File: config.mk
export PLATFORM = sky130hd
export DESIGN_NAME = imm_extend_pipe
export DESIGN_NICKNAME = d
export VERILOG_FILES = /design/src/rtl/imm_pkg.sv /design/src/rtl/imm_decode.sv /design/src/rtl/imm_extend_pipe.sv
export SDC_FILE = /design/constraint.sdc
export NUM_CORES = 1
export LEC_CHECK = 0
export CORE_UTILIZATION = 46
export DETAILED_ROUTE_END_ITERATION = 8
export PLACE_DENSITY = 0.72
export SYNTH_ARGS = -nofsm -noshare
export SYNTH_HDL_FRONTEND = slang
export SYNTH_SLANG_ARGS = --single-unit
File: constraint.sdc
create_clock -name CLK -period 1.8 [get_ports CLK]
set_input_delay 0.36 -clock CLK [delete_from_list [all_inputs] [get_ports CLK]]
set_output_delay 0.36 -clock CLK [all_outputs]
set_load 0.005 [all_outputs]
File: src/rtl/imm_pkg.sv
// Shared encodings and field positions for the immediate extender.
package imm_pkg;

  localparam logic [3:0] IMM_CTRL_LDST  = 4'd0;
  localparam logic [3:0] IMM_CTRL_ADDI  = 4'd1;
  localparam logic [3:0] IMM_CTRL_CBZ   = 4'd2;
  localparam logic [3:0] IMM_CTRL_B     = 4'd3;
  localparam logic [3:0] IMM_CTRL_MOVZ  = 4'd4;
  localparam logic [3:0] IMM_CTRL_MOVK  = 4'd5;
  localparam logic [3:0] IMM_CTRL_ADDIS = 4'd6;
  localparam logic [3:0] IMM_CTRL_MOVN  = 4'd7;

  localparam int unsigned D_LSB   = 12;
  localparam int unsigned D_MSB   = 20;
  localparam int unsigned I_LSB   = 10;
  localparam int unsigned I_MSB   = 21;
  localparam int unsigned CB_LSB  = 5;
  localparam int unsigned CB_MSB  = 23;
  localparam int unsigned MOV_LSB = 5;
  localparam int unsigned MOV_MSB = 20;
  localparam int unsigned HW_LSB  = 21;
  localparam int unsigned HW_MSB  = 22;
  localparam int unsigned ISH_BIT = 22;

  // A halfword position is usable only if it lies entirely inside the datapath.
  function automatic logic hw_shift_legal(input logic [1:0] hw, input int unsigned data_w);
    return ((32'(hw) << 4) < data_w);
  endfunction

endpackage

File: src/rtl/imm_decode.sv
// Combinational immediate decoder: format select plus accumulator read to result.
module imm_decode
  import imm_pkg::*;
#(
  parameter int unsigned DATA_W = 64
) (
  input  logic [25:0]       imm_i,
  input  logic [3:0]        ctrl_i,
  input  logic [DATA_W-1:0] acc_rd_i,
  output logic [DATA_W-1:0] imm_o,
  output logic              err_o,
  output logic              acc_we_o
);

  logic [1:0]        hw;
  logic [5:0]        hw_sh;
  logic              hw_ok;
  logic [DATA_W-1:0] mov_val;
  logic [DATA_W-1:0] hw_mask;
  logic [DATA_W-1:0] add_val;

  assign hw      = imm_i[HW_MSB:HW_LSB];
  assign hw_sh   = {hw, 4'b0000};
  assign hw_ok   = hw_shift_legal(hw, DATA_W);
  assign mov_val = DATA_W'(imm_i[MOV_MSB:MOV_LSB]) << hw_sh;
  assign hw_mask = DATA_W'(16'hFFFF) << hw_sh;
  assign add_val = DATA_W'(imm_i[I_MSB:I_LSB]);

  always_comb begin
    imm_o    = '0;
    err_o    = 1'b0;
    acc_we_o = 1'b0;
    case (ctrl_i)
      IMM_CTRL_LDST:  imm_o = DATA_W'($signed(imm_i[D_MSB:D_LSB]));
      IMM_CTRL_ADDI:  imm_o = add_val;
      IMM_CTRL_CBZ:   imm_o = DATA_W'($signed({imm_i[CB_MSB:CB_LSB], 2'b00}));
      IMM_CTRL_B:     imm_o = DATA_W'($signed({imm_i, 2'b00}));
      IMM_CTRL_ADDIS: imm_o = imm_i[ISH_BIT] ? (add_val << 12) : add_val;
      IMM_CTRL_MOVZ, IMM_CTRL_MOVK, IMM_CTRL_MOVN: begin
        if (hw_ok) begin
          acc_we_o = 1'b1;
          if (ctrl_i == IMM_CTRL_MOVZ) begin
            imm_o = mov_val;
          end else if (ctrl_i == IMM_CTRL_MOVK) begin
            imm_o = (acc_rd_i & ~hw_mask) | mov_val;
          end else begin
            imm_o = ~mov_val;
          end
        end else begin
          err_o = 1'b1;
        end
      end
      default: begin
        imm_o = DATA_W'(imm_i);
        err_o = 1'b1;
      end
    endcase
  end

endmodule

File: src/rtl/imm_extend_pipe.sv
// Pipelined immediate extender: wide-move accumulators, output register and one skid entry.
module imm_extend_pipe
  import imm_pkg::*;
#(
  parameter int unsigned DATA_W    = 64,
  parameter int unsigned ACC_SLOTS = 4,
  localparam int unsigned SEL_W    = $clog2(ACC_SLOTS)
) (
  input  logic              CLK,
  input  logic              resetl,
  input  logic              in_valid,
  output logic              in_ready,
  input  logic [25:0]       in_imm,
  input  logic [3:0]        in_ctrl,
  input  logic [SEL_W-1:0]  in_acc_sel,
  input  logic              acc_clr,
  output logic              out_valid,
  input  logic              out_ready,
  output logic [DATA_W-1:0] out_imm,
  output logic              out_err
);

  logic [DATA_W-1:0] acc_q [ACC_SLOTS];
  logic [DATA_W-1:0] acc_d [ACC_SLOTS];
  logic [DATA_W-1:0] acc_rd;
  logic [DATA_W-1:0] dec_imm;
  logic              dec_err;
  logic              dec_we;
  logic              accept;

  logic              out_valid_q, out_valid_d;
  logic [DATA_W-1:0] out_imm_q, out_imm_d;
  logic              out_err_q, out_err_d;
  logic              skid_valid_q, skid_valid_d;
  logic [DATA_W-1:0] skid_imm_q, skid_imm_d;
  logic              skid_err_q, skid_err_d;

  // A coincident clear is visible to the op being accepted.
  assign acc_rd = acc_clr ? '0 : acc_q[in_acc_sel];

  imm_decode #(
    .DATA_W(DATA_W)
  ) u_decode (
    .imm_i   (in_imm),
    .ctrl_i  (in_ctrl),
    .acc_rd_i(acc_rd),
    .imm_o   (dec_imm),
    .err_o   (dec_err),
    .acc_we_o(dec_we)
  );

  assign in_ready  = ~skid_valid_q;
  assign accept    = in_valid & in_ready;
  assign out_valid = out_valid_q;
  assign out_imm   = out_imm_q;
  assign out_err   = out_err_q;

  always_comb begin
    for (int i = 0; i < int'(ACC_SLOTS); i++) begin
      acc_d[i] = acc_clr ? '0 : acc_q[i];
    end
    if (accept && dec_we) begin
      acc_d[in_acc_sel] = dec_imm;
    end
  end

  always_comb begin
    out_valid_d  = out_valid_q;
    out_imm_d    = out_imm_q;
    out_err_d    = out_err_q;
    skid_valid_d = skid_valid_q;
    skid_imm_d   = skid_imm_q;
    skid_err_d   = skid_err_q;
    if (!out_valid_q || out_ready) begin
      if (skid_valid_q) begin
        out_valid_d  = 1'b1;
        out_imm_d    = skid_imm_q;
        out_err_d    = skid_err_q;
        skid_valid_d = accept;
        if (accept) begin
          skid_imm_d = dec_imm;
          skid_err_d = dec_err;
        end
      end else begin
        out_valid_d = accept;
        if (accept) begin
          out_imm_d = dec_imm;
          out_err_d = dec_err;
        end
      end
    end else if (accept) begin
      skid_valid_d = 1'b1;
      skid_imm_d   = dec_imm;
      skid_err_d   = dec_err;
    end
  end

  always_ff @(posedge CLK or negedge resetl) begin
    if (!resetl) begin
      for (int i = 0; i < int'(ACC_SLOTS); i++) begin
        acc_q[i] <= '0;
      end
      out_valid_q  <= 1'b0;
      out_imm_q    <= '0;
      out_err_q    <= 1'b0;
      skid_valid_q <= 1'b0;
      skid_imm_q   <= '0;
      skid_err_q   <= 1'b0;
    end else begin
      for (int i = 0; i < int'(ACC_SLOTS); i++) begin
        acc_q[i] <= acc_d[i];
      end
      out_valid_q  <= out_valid_d;
      out_imm_q    <= out_imm_d;
      out_err_q    <= out_err_d;
      skid_valid_q <= skid_valid_d;
      skid_imm_q   <= skid_imm_d;
      skid_err_q   <= skid_err_d;
    end
  end

endmodule

# Yosys cells after proc, flatten, opt, wreduce, memory -nomap -nowiden
# Index checks and enable logic that the tools add are counted.
totals:
  output_inout_bits: 67
  input_bits: 37
  ff_bits: 388
classes:
  magnitude_cmp: 3
  shifts: 2
  reduce_logical: 10
  eq_ne: 8
  bitwise_logic: 7
  muxes: 35
ops:
  columns: ["op", "n"]
  rows:
  - ["two-way mux 64 bit", 16]
  - ["one-hot mux 64 bit (6 select lines)", 1]
  - ["bitwise mux 256 bit", 1]
  - ["two-way mux 256 bit", 1]
  - ["binary-select mux 64 bit (select 2 bit)", 1]
  - ["demux 64 bit (select 2 bit)", 1]
  - ["inverter 64 bit", 2]
  - ["bitwise AND 64 bit", 1]
  - ["OR 64 bit", 1]
  - ["<< shifter 16 x 6 -> 64 bit", 1]
  - ["<< shifter 16 x 6 -> 64 bit, first input constant", 1]
  - ["two-way mux 24 bit", 1]
  - ["== test 4 x 3 -> 1 bit, second input constant", 4]
  - ["two-way mux 1 bit", 12]
  - ["== test 4 x 2 -> 1 bit, second input constant", 2]
  - ["< comparator 6 x 7 -> 1 bit, second input constant", 1]
  - ["OR reduction 5 bit", 1]
  - ["== test 4 x 1 -> 1 bit, second input constant", 1]
  - ["zero test 4 bit", 1]
  - ["nonzero test 2 bit", 2]
  - [">= comparator 3 bit, second input constant", 1]
  - ["< comparator 3 x 1 -> 1 bit, second input constant", 1]
  - ["inverter 2 -> 3 bit", 1]
  - ["OR reduction 3 bit", 1]
  - ["8 further kinds", 9]

# Logic depth before layout (Yosys ltp)
logic_depth:
  word_depth: 14
  mapped_depth: 10

# Cells and area by module
# Synthesis repeated with hierarchy kept, for this count alone.
hier_totals:
  hier_cells: 1872
  area_unflattened_um2: 22143.7
by_module_without_submodules:
  columns: ["module", "seq_area_each_um2", "cells_per_inst", "n_inst", "area_each_um2"]
  rows:
  - ["imm_extend_pipe", 9709.3, 1335, 1, 19137.1]
  - ["imm_decode", 0.0, 537, 1, 3006.6]

# Worst setup path before layout
# No wires, ideal clock.
synth_path:
  path_type: "input port to flip-flop"
  from: "input port in_acc_sel[0]"
  to: "register acc_q[100] (netlist name)"
  path_slack_ns: -0.197
  arrival_ns: 1.861
  path_stages: 7
  setup_ns: 0.137
  path_cell_list: "buf_6 > buf_8 > buf_6 > buf_6 > mux4_1 > a21oi_1 > o21ai_0"
synth_rtl:
  columns: ["element", "line_no", "rtl"]
  rows:
  - ["start, declared", "imm_extend_pipe.sv:15", "input logic [SEL_W-1:0] in_acc_sel,"]
  - ["end signal, assigned by index", "imm_extend_pipe.sv:111", "acc_q[i] <= acc_d[i];"]
  - ["end, declared", "imm_extend_pipe.sv:23", "logic [DATA_W-1:0] acc_q [ACC_SLOTS];"]

# Worst setup path in the final report
layout_path:
  from: "input port in_imm[20]"
  to: "register skid_imm_q[38]"
layout_via:
  elab_chain_cells: 4
layout_rtl:
  columns: ["element", "line_no", "rtl"]
  rows:
  - ["start, declared", "imm_extend_pipe.sv:13", "input logic [25:0] in_imm,"]
  - ["one-hot mux 64 bit (6 select lines) (*)", "imm_decode.sv:33", "case (ctrl_i)"]
  - ["two-way mux 64 bit (*)", "imm_extend_pipe.sv:80, imm_extend_pipe.sv:91", null]
  - ["two-way mux 64 bit", "imm_extend_pipe.sv:75", "if (skid_valid_q) begin"]
  - ["two-way mux 64 bit (*)", "imm_extend_pipe.sv:74", "if (!out_valid_q || out_ready) begin"]
  - ["end signal, assigned", "imm_extend_pipe.sv:117", "skid_imm_q <= skid_imm_d;"]
  - ["end, declared", "imm_extend_pipe.sv:35", "logic [DATA_W-1:0] skid_imm_q, skid_imm_d;"]
# Mark *: on every way between the ends. The rest lies on a longest branch, timed or not. The select of a mux whose other input is x is not followed.
# A chain may end at the register's enable or synchronous reset.

==> impl_results.md <==
* CTS Buf Count at between 40 and 50
* Initial antenna violation count at 0
* Critical R2R Launch: acc_q[17]
* H-tree depth at 2
* Pin count of the biggest net entering global routing at 178
* Min setup slack post-route at -0.0266 ns
* Crit. End Element: flop
* Achievable frequency at 547 MHz
* I/O Pins at 104
* Worst Setup Start Kind: primary input
* Final HPWL DP at 40,900 microns
* Peak supply drop at around 0.00086 V
* Yosys reg bits at 388
* Clk_skew at 0.0131 ns
* Drt via density at 6.31
* Max-slew violation count at 0
* Status: finished with violations
* Netlist Area Pre-Place at between 0.02 and 0.025 sq mm
* Routability congestion estimate at between 0.9 and 1
* Placeable Area at 0.0431 sq mm
* Share of flip-flops with an asynchronous set or reset at 1.00
* Chip Width at 211 microns
* Final hold slack at 0.220 ns
* Worst-margin pin slew at between 0.6 and 0.7 ns
* Post-synth top flop: dfrtp_1
* DR iter-0 viols at between 1,500 and 2,000
* Number of synthesized flops with an enable pin at 0
* Avg Synthesized Cell Area at 10.5 sq um
* DP Worst Slack at -1.06 ns
* HP Class: primary input to flop
* Clock net sink count at 388
* Synth-to-layout area growth at 31.3%
* Final Non-Filler Cells at approximately 2,800
* Filler instances at approximately 3,400
* Routed length per placed instance at ~24 microns
* Max_cap viols at 0
* Hold Crit Start: acc_clr
* Critical Path Start: in_imm[20]
* Remaining DRCs at 0
* Worst EP required at approximately 2.3 ns
* Crit Path Max Fanout at 8
* Syn nets at 1,952
* DP Cell Count at 2,681
* Worst Setup Path Type: primary input to flop
* Yosys top cell area share at 0.483
* Synth Warn # at 0
* Die height at 211 microns
* Number of buffers added on ports at 103
* Largest cells by area after synthesis: dfrtp_1 48%, nand3b_1 9.7%, o21ai_0 6.9%, mux4_1 4.7%, a21oi_1 4.2%
* Die area at 0.0446 sq mm
* Clock latency on the worst-skew pair at 0.57 ns
* # diodes at 0
* Final #Nets at between 2,000 and 2,500
* Routed wire length at 67,700 microns
* Worst reg-to-reg path cell count at 6
* Longest Clk Path Bufs at 3
* Area leader, netlist: dfrtp_1
* Site row count at 76
* Hold violation count in the final report at 0
* Library cell with the highest instance count after synthesis: dfrtp_1
* FF/Latch Area at about 0.01 sq mm
* Failing checks: setup timing
* Synth cell count leaders: 388 x dfrtp_1, 279 x o21ai_0, 260 x nand3b_1
* First-pass GRT wire length at 101,000 microns
* GRT Util Overall at 0.293
* Clock-pin slew on the worst setup and hold paths at 0.06 ns
* Layout cells sized above 1 at 0.268
* Leakage at 11.5 nW
* Grt ovf at 0
* Root buffer cell: clkbuf_16
* Minimum clock period at 1.83 ns
* Final Setup Violations at 12
* RSZ-0062 raised after global routing: true
* Post-route ant nets at 0
* TritonCTS clock tree: done
* Post-synthesis cell count at 1,915
* Pwr per Cell Area at 882 mW/mm^2
* Util after Layout at 0.613
* Crit path DAT at 2.32 ns
* Fin crit share at 1.01
* Drt pass-1 iters at 6
* Worst hold path cell count at 3
* Routed vias at roughly 18,000
* Area of the multi-input gates at a little under 0.01 sq mm
* Sequential-to-total area share from yosys stat at 0.483
* Initial core utilization at 0.467
* Unique masters post-synth at 65
* Vias in the first global route at 17,585
* Relative slew slack at 0.598
[per-stage QoR]
step	power [W]	TNS (ns)	instance area, sq um
floorplan	0.0116	-24.52	20200
global placement	0.0138	-266.36	23900
detailed placement	0.0139	-274.81	23900
CTS	0.0232	0	25900
global route	0.0241	-0.270	26400
finish	0.0233	-0.112	26400
[area by class of cell]
| class | count | area share |
|---|---|---|
| clock inverters | 18 | 0.00867 |
| multi-input cells | 1319 | 0.375 |
| repair buffers | 439 | 0.172 |
| inverters | 6 | 0.000994 |
| well taps | 585 | 0.0277 |
| flip-flops and latches | 388 | 0.367 |
| clock buffers | 59 | 0.0479 |
[cell families after synthesis]
family                 share of synthesized area
AOI/OAI and AO/OA                          0.184
and+or+nand+nor                            0.186
DFF                                        0.483
buffers and inverters                     0.0482
muxes                                     0.0993
[cells in the final DEF (no fill, tap or decap), drive strengths merged, types with 3 or more instances in the layout]
cell type,netlist,routed
bufinv,0,4
nor2,71,72
nor2b,29,29
nand2b,6,6
clkinv,0,9
nor3,53,53
mux2,9,9
a2111oi,4,4
inv,6,8
a22o,19,19
o31ai,27,27
clkdlybuf4s50,0,31
dlygate4sd2,0,51
buf,75,333
dfrtp,388,388
a221oi,3,3
nor3b,5,5
clkbuf,128,67
o211ai,12,12
nand4,3,3
mux4,64,64
clkinvlp,0,3
o21ai,290,290
a21oi,183,183
a31oi,6,6
and3,11,11
nand3,42,42
a211oi,45,45
and3b,6,6
nor4,5,5
nand3b,260,260
nand2,91,91
dlymetal6s2s,0,13
mux2i,32,32
a21o,7,7
a221o,7,7
nand4b,3,3
[report_power, final]
group	internal (W)	total, W	switching (W)
logic	0.00202	0.00422	0.00221
registers	0.00939	0.00979	0.000401
clock network	0.00553	0.00930	0.00377
[layer usage]
| metal | GRT usage | share of wire | wire [microns] | vias up |
|---|---|---|---|---|
| met5 | 0 | 0 | 0 | - |
| met4 | 0.0900 | 0.031 | 2070 | 0 |
| met3 | 0.0553 | 0.095 | 6450 | 157 |
| met2 | 0.459 | 0.46 | 31200 | 984 |
| met1 | 0.415 | 0.41 | 28000 | 8959 |
| li1 | - | - | - | 7647 |
[final timing paths]
| check | slack (ns) | end |
|---|---|---|
| min in group asynchronous | 0.27 | acc_q[207] |
| worst min register to register | 0.47 | out_err |
| worst max register to register | 0.04 | acc_q[209] |
| worst min-delay path | 0.22 | acc_q[197] |
| max in group asynchronous | 0.78 | skid_imm_q[58] |
| worst max-delay path | -0.03 | skid_imm_q[38] |
[what timing repair did]
item,in CTS,in global routing
setup buffers,36,10
setup endpoints to repair,425,312
pin swaps,23,20
hold buffers,1,0
gates cloned,3,10
resized for setup,114,85
endpoints found under the hold margin,46,0
[worst max-delay path, cell delays in order]
cell and delay, ns:
clkdlybuf4s50_1 0.50, nor3b_2 0.26, a21oi_2 0.08, nor3_4 0.21, buf_4 0.23, buf_4 0.16
nor2_4 0.04, buf_12 0.14, clkbuf_16 0.17, a21oi_1 0.16
[registers in the layout, summed over array words and instances, names as in the netlist]
register / flops
out_imm: 64
out_valid: 1
skid_err_q: 1
acc_q: 256
skid_imm_q: 64
skid_valid_q: 1
out_err: 1
No activity file was read; power rests on OpenSTA's default activity.
